### config.mk
export PLATFORM = sky130hd
export DESIGN_NAME = vga_pixel_out_buffer
export DESIGN_NICKNAME = d
export VERILOG_FILES = /design/src/rtl/vga_pixel_out_buffer.sv
export SDC_FILE = /design/constraint.sdc
export NUM_CORES = 1
export LEC_CHECK = 0
export BUFFER_PORTS_ARGS = -buffer_cell sky130_fd_sc_hd__buf_2
export CORE_MARGIN = 8
export CORE_UTILIZATION = 29
export CTS_BUF_LIST = sky130_fd_sc_hd__clkbuf_16
export CTS_CLUSTER_DIAMETER = 60
export DETAILED_ROUTE_END_ITERATION = 8
export PLACE_DENSITY = 0.45
export SETUP_SLACK_MARGIN = 0.3
export SYNTH_ARGS = -nofsm -noshare
export SYNTH_HDL_FRONTEND = slang
export SYNTH_SLANG_ARGS = --single-unit
### constraint.sdc
create_clock -name clk -period 7.2 [get_ports clk]
set_input_delay 1.08 -clock clk [delete_from_list [all_inputs] [get_ports clk]]
set_output_delay 1.08 -clock clk [all_outputs]
set_load 0.05 [all_outputs]
### src/rtl/vga_pixel_out_buffer.sv
// Pixel output FIFO: absorbs the bursty framebuffer stream and drains one pixel per pixel_ce.
// Optional VGA_PIXEL_OUT_STATS_EN adds a saturating underflow_count output.
module vga_pixel_out_buffer #(
  parameter int PIXEL_BITS  = 12,
  parameter int DEPTH       = 16,
  parameter int START_LEVEL = 8,
  parameter int SKID        = 3
) (
  input  logic                  clk,
  input  logic                  reset,
  input  logic                  pixel_ce,
  input  logic                  in_valid,
  input  logic                  in_visible,
  input  logic                  in_hsync,
  input  logic                  in_vsync,
  input  logic [PIXEL_BITS-1:0] in_color,
  output logic                  enable,
  output logic                  vga_hsync,
  output logic                  vga_vsync,
  output logic [PIXEL_BITS-1:0] vga_color,
  output logic                  running,
  output logic                  underflow,
`ifdef VGA_PIXEL_OUT_STATS_EN
  output logic [15:0]           underflow_count,
`endif
  output logic                  overflow
);
  localparam int AW = $clog2(DEPTH);
  localparam int CW = AW + 1;
  localparam int EW = PIXEL_BITS + 3;

  typedef enum logic {S_FILL, S_RUN} state_t;

  logic [EW-1:0] r_mem [DEPTH];
  logic [AW-1:0] r_wptr, r_rptr;
  logic [CW-1:0] r_count, w_count_nxt;
  state_t        r_state, w_state_nxt;

  logic          w_full, w_pop, w_under, w_push, w_drop;
  logic [EW-1:0] w_rd;

  assign w_full  = (r_count == CW'(DEPTH));
  assign w_pop   = pixel_ce && (r_state == S_RUN) && (r_count != '0);
  assign w_under = pixel_ce && (r_state == S_RUN) && (r_count == '0);
  // A full FIFO still accepts a push when the same cycle pops.
  assign w_push  = in_valid && (!w_full || w_pop);
  assign w_drop  = in_valid && w_full && !w_pop;
  assign w_rd    = r_mem[r_rptr];
  assign running = (r_state == S_RUN);

  always_comb begin
    w_count_nxt = r_count;
    case ({w_push, w_pop})
      2'b10:   w_count_nxt = r_count + CW'(1);
      2'b01:   w_count_nxt = r_count - CW'(1);
      default: w_count_nxt = r_count;
    endcase
  end

  always_comb begin
    w_state_nxt = r_state;
    case (r_state)
      S_FILL:  if (r_count >= CW'(START_LEVEL)) w_state_nxt = S_RUN;
      S_RUN:   if (w_under) w_state_nxt = S_FILL;
      default: w_state_nxt = S_FILL;
    endcase
  end

  always_ff @(posedge clk) begin
    if (w_push) r_mem[r_wptr] <= {in_visible, in_hsync, in_vsync, in_color};
  end

  always_ff @(posedge clk) begin
    if (reset) begin
      r_wptr    <= '0;
      r_rptr    <= '0;
      r_count   <= '0;
      r_state   <= S_FILL;
      enable    <= 1'b0;
      underflow <= 1'b0;
      overflow  <= 1'b0;
      vga_hsync <= 1'b1;
      vga_vsync <= 1'b1;
      vga_color <= '0;
    end else begin
      r_state   <= w_state_nxt;
      r_count   <= w_count_nxt;
      enable    <= (w_count_nxt <= CW'(DEPTH - SKID));
      underflow <= w_under;
      if (w_drop) overflow <= 1'b1;
      if (w_push) r_wptr <= r_wptr + AW'(1);
      if (w_pop) begin
        r_rptr    <= r_rptr + AW'(1);
        vga_hsync <= w_rd[PIXEL_BITS+1];
        vga_vsync <= w_rd[PIXEL_BITS];
        vga_color <= w_rd[EW-1] ? w_rd[PIXEL_BITS-1:0] : '0;
      end else if (w_under) begin
        vga_hsync <= 1'b1;
        vga_vsync <= 1'b1;
        vga_color <= '0;
      end
    end
  end

`ifdef VGA_PIXEL_OUT_STATS_EN
  always_ff @(posedge clk) begin
    if (reset)                                         underflow_count <= '0;
    else if (underflow && underflow_count != 16'hFFFF) underflow_count <= underflow_count + 16'd1;
  end
`endif
endmodule

==> results.md, run 1 <==
Run status:
- The run finished with clean final reports.

Setup path:
- The sort of element at the start of the critical path is a primary input.
- The setup check on the worst reg-to-reg path leaves a slack of 4.34 ns.
- The kind of end point of the critical path is a register.
- In this run the worst path has a maximum fanout of 10.
- For the worst flop-to-flop path, the logic depth is 6.
- The endpoint identified for the worst register-to-register timing path is vga_color[8].
- The worst path arrival time is 3.11 ns.
- At the worst endpoint, the required time is 7.44 ns.
- The type of the worst setup path is in -> reg.

Floorplanning:
- The die is 209 um tall.
- The core region is 36700 um^2.
- The site row count is 70.
- The horizontal extent of the die is 209 um.
- The effective utilization at floorplan is 29.5%.
- The die area is 43800 um^2.
- The count of pins on the block boundary is 37.

Logic synthesis:
- The sequential share of the synthesized area is 73.0%.
- The number of distinct standard cells referenced by the synthesized netlist is 51.
- The most used standard cell by instance count after synthesis is edfxtp_1.
- The share of the synthesized area in the top cell type is 66.6%.
- The area share of xor/xnor cells in the synthesized design is 0.728%.
- The number of cells produced by synthesis is 566.
- Summing the areas of all fa, ha and maj instances in the mapped netlist gives 0.693% of the synthesized area.
- The compound-gate portion of the synthesized area is 4.12%.
- The dominant combinational cell family by area after synthesis is multiplexers.
- Summed over all instances, the cell type with the most area after synthesis is edfxtp_1.
- Summing the areas of all and, or, nand and nor instances in the mapped netlist gives 4.37% of the synthesized area.
- Counting flops with an async set or reset pin after synthesis yields a share of 0%.
- The most used flip-flop cell after synthesis is edfxtp_1.
- The Yosys step of the flow raised 0 warnings.
- The average footprint of a synthesized cell is 19.1 um^2.
- In this run, synthesis produced a sequential element count of 275.
- Sorting the synthesized cells by area gives the leading types as edfxtp_1 (67%), mux4_2 (12%), dfxtp_1 (6.5%).
- The number of synthesized flops with an enable pin is 240.
- The number of nets handed over by synthesis was 591.
- Summing every instance area after synthesis gives 10800 um^2.
- In the synthesized netlist, the cells that appear most often are edfxtp_1 (240), mux4_2 (56), nand2_1 (38).
- The share of synthesized area spent on multiplexers is 14.7%.

CTS:
- The cell sitting at the root of the clock tree is a clkbuf_16.
- In this run, post-CTS hold repair placed 0 buffers.
- The total clock buffers created by CTS is 29.
- Gates resized during post-CTS repair numbered 0.
- TritonCTS built the clock tree.
- The number of clock sinks is 275.
- After clock tree synthesis, the clock-pin slew on the worst setup and hold paths is 0.06 ns.
- The number of post-CTS setup repair buffers is 0.
- The latest clock arrival within the worst-skew pair is 0.55 ns.
- No sink is reached through more buffers than the 3 on the longest clock path.
- The number of H-tree levels is 1.

Cells and area:
- The antenna diode instance count is 0.
- In the final design database the tool counted 643 nets.
- Relative to the synthesized area, the layout overhead comes to 14.4%.
- Fill cells in the final layout number 3413.
- The share of layout cells above drive strength 1 is 28.4%.
- The sequential cell area is 7910 um^2.
- The multi-input combinational cells in the finished layout cover a total of 2690 um^2.
- Once layout is done, the placed cells without fillers occupy 12400 um^2.

Power and ir drop:
- The reported net switching power is 0.724 mW.
- The share of power burned in the clock network is 41.6%.
- The switching part of the total power is 21.9%.
- The power density of the placed cells is 266 nW/um^2.
- The sequential group share of total power is 53.8%.
- The overall power after layout is 3.30 mW.
- Cell internal power was estimated by the tool at 2.58 mW.
- The leakage power figure is 3.91 nW.
- Combinational logic is responsible for 4.6% of the overall power.
- Across the VDD grid, the largest voltage drop is 0.144 mV.

STA:
- Of the available clock period, the critical path in the final layout requires 39.8%.
- The total of endpoints with negative setup slack in the final report is 0.
- The timing-limited maximum frequency is 349 MHz.
- The number of pins exceeding their max-slew limit in the final report was 0.
- For the finished layout, the period the worst path requires is 2.87 ns.
- Clock skew on the completed layout was measured at 0.0187 ns.
- For the pin with the worst max-slew slack, the measured transition is 0.972 ns.
- The final-report hold violation count came to 0.
- The worst slew margin relative to its limit is 35.1%.
- Setup total negative slack on the finished layout was measured at 0 ns.
- Setup repair after global routing left no endpoint under its margin.

Placed design:
- The count of buffers added on input and output ports is 36.
- In this run the cell area measured after placement is 11500 um^2.
- The final estimated routing congestion in global placement is 0.811.
- The HPWL after detailed placement is 17000 um.

Global routing:
- The global-route congestion overflow total is 0.
- The first-pass GRT wire length is 39700 um.
- Entering global routing, the biggest net connects 35 pins.
- The initial antenna violation count is 1.
- The via count of the first global-routing pass is 5707.
- Global routing consumed, over all layers together, 12.1% of the routing resources.

Drt:
- The detailed router placed 5426 vias in this run.
- In the final routed layout, each cell accounts on average for 24.0 um.
- In this run the remaining antenna-violating nets after routing total 0.
- The detailed-routing iteration count for the pre-antenna-repair pass is 6.
- For this run, design rule violations remaining after detail routing come to 0.
- The number of DRC markers in iteration 0 is 376.
- For this block, the routed nets add up to 26600 um of wire.
- The number of vias per cell after detailed routing is 4.89.

Flow run:
- The max-capacitance violation count is 0.

Hold path:
- The end point of the worst hold path is overflow.
- Counting instances, the worst hold path has a depth of 2.
- The class of the tightest hold or removal check is reg -> reg.
- In this run the most critical hold path is launched from overflow.
-- kinds of logic (layout without fill, tap and decap cells) --
group | after synthesis | after routing
flip-flops | 275 | 275
AND/OR/NAND/NOR | 99 | 99
multiplexers | 79 | 79
AO/OA/AOI/OAI | 61 | 61
buffers and inverters | 37 | 112
XOR/XNOR | 9 | 9
adder cells (fa/ha/maj) | 6 | 6
-- worst max-delay path, cell delays in order --
cell and delay [ns]:
buf_2 0.11, and2_0 0.27, o31a_1 0.48, nand2_1 0.25, nor3_2 0.56, buf_4 0.34
-- metrics by stage --
stage                     util (%)  std cells  hold WS, ns  setup WS [ns]
after floorplan                  -        566        0.459           4.03
after global placement        31.4       1055        0.463           3.81
after detailed placement      31.4       1055        0.459           3.71
after CTS                     33.8       1109        0.490           4.25
after global routing          33.8       1109        0.526           4.10
final                         33.8       1109        0.489           4.33
-- layer usage --
metal  track usage (%)  routed length (um)  share of wire, %  vias to the layer above
li1                  -                   -                 -                     2396
met1              16.2               11900                45                     2878
met2              20.4               13000                49                      123
met3              1.87                1140               4.3                       29
met4              3.09                 508               1.9                        0
met5                 0                   0                 0                        -
-- sequential cells by signal (all words and copies together) (netlist names), named ones only --
name	count
enable	1
vga_vsync	1
vga_hsync	1
overflow	1
underflow	1
running	1
r_wptr	4
r_rptr	4
r_count	5
vga_color	12
r_mem	240
-- layout make-up --
class	count	share of cell area [%]
inverters	5	0.151
clock buffers	29	5.86
multi-input cells	254	21.7
clock inverters	25	1.22
repair buffers	53	2.48
well taps	468	4.73
flip-flops and latches	275	63.9
-- power by group through the flow --
stage	Combinational, mW	Sequential [mW]	Clock (mW)
after floorplan	0.0951	1.80	0
after global placement	0.150	1.81	0
after detailed placement	0.154	1.81	0
after CTS	0.155	1.77	1.41
after global routing	0.168	1.78	1.47
final	0.152	1.77	1.37
-- worst max path at each step --
stage             start            to  slack (ns)  cells after the start
6_report       pixel_ce   r_mem[0][7]        4.33                      6
3_5_place_dp   pixel_ce   r_mem[0][3]        3.71                      6
5_1_grt        pixel_ce   r_mem[0][7]        4.10                      6
2_1_floorplan  pixel_ce   r_mem[0][0]        4.03                      5
4_1_cts        register  vga_color[8]        4.25                      6
3_3_place_gp   pixel_ce   r_mem[8][7]        3.81                      5
-- cell usage in the layout, fill, tap and decap left out, drive strengths merged, types with 2 or more instances in the layout --
| master | netlist | routed |
|---|---|---|
| a21oi | 5 | 5 |
| a221oi | 2 | 2 |
| a311oi | 11 | 11 |
| and2 | 4 | 4 |
| buf | 21 | 53 |
| clkbuf | 11 | 29 |
| clkinv | 0 | 14 |
| clkinvlp | 0 | 2 |
| dfxtp | 35 | 35 |
| edfxtp | 240 | 240 |
| ha | 6 | 6 |
| inv | 5 | 13 |
| mux2 | 12 | 12 |
| mux2i | 6 | 6 |
| mux4 | 61 | 61 |
| nand2 | 39 | 39 |
| nand2b | 5 | 5 |
| nand3 | 3 | 3 |
| nand4 | 3 | 3 |
| nor2 | 27 | 27 |
| nor2b | 5 | 5 |
| nor3 | 5 | 5 |
| nor4 | 2 | 2 |
| o21a | 12 | 12 |
| o21ai | 9 | 9 |
| o22ai | 14 | 14 |
| xnor2 | 5 | 5 |
| xor2 | 4 | 4 |
Note: power is estimated with default switching activity, not from simulation.
==> inputs of run 2 (changes only) <==
--- a/config.mk
+++ b/config.mk
@@ -11,7 +11,7 @@
 export CTS_BUF_LIST = sky130_fd_sc_hd__clkbuf_16
 export CTS_CLUSTER_DIAMETER = 60
 export DETAILED_ROUTE_END_ITERATION = 8
-export PLACE_DENSITY = 0.45
+export PLACE_DENSITY = 0.47
 export SETUP_SLACK_MARGIN = 0.3
 export SYNTH_ARGS = -nofsm -noshare
 export SYNTH_HDL_FRONTEND = slang
==> constraint.sdc (replaced) <==
create_clock -name clk -period 2.4 [get_ports clk]
set_input_delay 0.36 -clock clk [delete_from_list [all_inputs] [get_ports clk]]
set_output_delay 0.36 -clock clk [all_outputs]
set_load 0.05 [all_outputs]
==> results.md, run 2 (synthesis gave the netlist of run 1 again) <==
CTS:
- The total clock buffers created by CTS came to 31 (+6.9%).
- The number of H-tree levels is 1 (unchanged).
- The library cell used as clock root buffer is clkbuf_16.
- The count of hold buffers inserted by post-cts repair came to 0 (unchanged).
- The number of clock sinks came to 275 (unchanged).
- The maximum buffer depth of the clock tree was 3 (unchanged).
- The TritonCTS clock tree is yes.
- The latest clock arrival within the worst-skew pair is 0.54 ns (about the same).
- The CTS clock-pin slew for the worst setup and hold paths was 0.06 ns (about the same).

Cells and area:
- The count of non-filler cells in the finished layout is 1158 (+4.4%).
- In the layout the commonest cells are edfxtp_1 (240), mux4_2 (56), buf_4 (56), buf_2 (37), nand2_1 (32).
- The area growth from synthesis to layout is 20.5%.
- The count of nets after finishing came to 693 (+7.8%).
- The total of fill cells in the finished design is 3399 (-0.41%).
- The largest registers in the layout are r_mem: 240 flops, vga_color: 12 flops, r_count: 5 flops.
- The most common cell after layout, fill and taps aside is edfxtp_1.
- Ranked by flip-flop count, first place goes to r_mem.
- The post-route cell area is 13100 um^2 (+5.3%).
- The number of flip-flops under the largest register name was 240 (unchanged).
- The antenna diode instance count is 0 (unchanged).
- The share of layout cells above drive strength 1 is 36.5% (+8.1 points).

STA:
- The total of endpoints with negative setup slack in the final report was 0 (unchanged).
- Setup repair after global routing could not meet its margin everywhere.
- The final-report hold violation count is 0 (unchanged).
- The worst slew margin relative to its limit is 56.7% (+22 points).
- The number of pins exceeding their max-slew limit in the final report is 0 (unchanged).
- The setup clock skew after layout was 0.0110 ns (-0.00771 ns).
- Timing would allow up to 456 MHz.
- The actual slew at the worst max-slew pin was 0.647 ns (-0.325 ns).
- The post-route worst hold slack was 0.207 ns (-0.283 ns).
- Subtracting the final worst setup slack from the clock period gives 2.19 ns.
- In the finished design, the share of the clock period the worst path needs comes to 91.4%.

Global routing:
- The global-route congestion overflow total is 0 (unchanged).
- The overall routing resource usage was 11.7% (-0.41 points).
- The via count of the first global-routing pass is 6065 (+6.3%).
- The first-pass GRT wire length is 38900 um (-1.9%).
- The pin count of the biggest net entering global routing is 26 (-26%).
- The initial antenna violation count came to 0 (-1).

Drt:
- The count of unresolved DRC violations after routing is 0 (unchanged).
- The detailed-routing iteration count for the pre-antenna-repair pass was 5 (-1).
- The remaining number of nets flagged by the antenna check after routing is 0 (unchanged).
- The average wire per cell in the routed design is 22.2 um (-7.3%).
- The number of vias per cell after detailed routing is 4.82 (-1.4%).
- The routed wire length is 25700 um (-3.2%).
- The number of DRC markers in iteration 0 was 399 (+6.1%).
- The via count is 5586 (+2.9%).

Power and ir drop:
- The power density of the placed cells is 804 nW/um^2 (+200%).
- The leakage power figure is 4.26 nW (+9.0%).
- The overall power after layout came to 10.5 mW (+220%).
- The largest voltage drop on the vdd net is 0.506 mV (+250%).

Hold path:
- The path class of the tightest hold or removal check is in -> reg.

Placed design:
- The HPWL after detailed placement is 17000 um (about the same).
- The number of I/O port buffers came to 36 (unchanged).
- The placed standard-cell area is 11800 um^2 (+2.6%).
- The final estimated routing congestion in global placement is 0.836 (+3.1%).
- The cell count after placement is 1091 (+3.4%).

Floorplanning:
- The floorplan die height is 209 um (unchanged).
- The site row count came to 70 (unchanged).
- The area of the core is 36700 um^2 (unchanged).
- The count of pins on the block boundary was 37 (unchanged).
- The horizontal extent of the die was 209 um (unchanged).
- The effective utilization at floorplan is 29.5% (unchanged).
- The die area is 43800 um^2 (unchanged).

Setup path:
- The worst path arrival time came to 2.59 ns (-0.52 ns).
- The data required time of the worst path was 2.79 ns (-4.65 ns).
- By startpoint and endpoint, the worst setup path is classified as reg -> reg.
- The worst setup path is captured at a register.
- The worst setup path is launched from a register.
- The largest fanout of any net on the critical path came to 7 (-3).

Flow run:
- The max-capacitance violation count is 0 (unchanged).

Run status:
- The flow ran to the end, and the final reports show no timing, DRC or antenna violations.
[run 2: cell count changes in the layout (fill, tap and decap cells not counted), sizes merged]
cell and delta:
buf +48, bufinv +3, clkbuf +2, clkinv -3, clkinvlp -1
[run 2: final timing paths]
path | start | to | slack (ns) | depth (start not counted)
max | r_count[3] | enable | 0.21 | 8
min | in_color[3] | r_mem[3][3] | 0.21 | 1
max reg2reg | r_count[3] | enable | 0.21 | 8
min reg2reg | r_rptr[3] | r_rptr[3] | 0.49 | 2
[run 2: what timing repair did]
action,4_1_cts,5_1_grt
cloned,0,1
setup endpoints to repair,174,248
setup buffers,10,1
resized for setup,12,21
pin swaps,4,5
[run 2: per-stage QoR]
stage          utilization, %  setup WS [ns]  TNS (ns)
3_5_place_dp             32.2        -0.0188   -0.0188
3_3_place_gp             32.2          0.102         0
2_1_floorplan               -          0.147         0
6_report                 35.6          0.207         0
5_1_grt                  35.6          0.130         0
4_1_cts                  35.3          0.205         0
[run 2: cell type report]
class	count	area, um^2	share of cell area (%)
tap	468	586	4.49
timing repair buffer	101	731	5.60
inverter	5	18.8	0.144
sequential	275	7920	60.7
clock buffer	31	776	5.94
multi-input combinational	254	2800	21.4
clock inverter	24	223	1.71
[run 2: worst max-delay path: stages, from the launching register on]
cell and delay, ns:
dfxtp_2 0.36, or4_4 0.52, o21ai_4 0.17, nand2_2 0.09, ha_4 0.21, nor4_4 0.25
a221oi_2 0.10, o32ai_2 0.24, a211oi_1 0.10
[run 2: layer usage]
layer  vias up  track usage (%)  routed length (um)
li1       2498                -                   -
met1      2943             15.3               11400
met2       111             20.3               13100
met3        34             1.65                 802
met4         0             2.94                 441
met5         -                0                   0
[run 2: report_power, final]
group / switching [mW] / internal [mW]
clock network: 1.84 / 2.77
logic: 0.358 / 0.225
registers: 0.0439 / 5.27
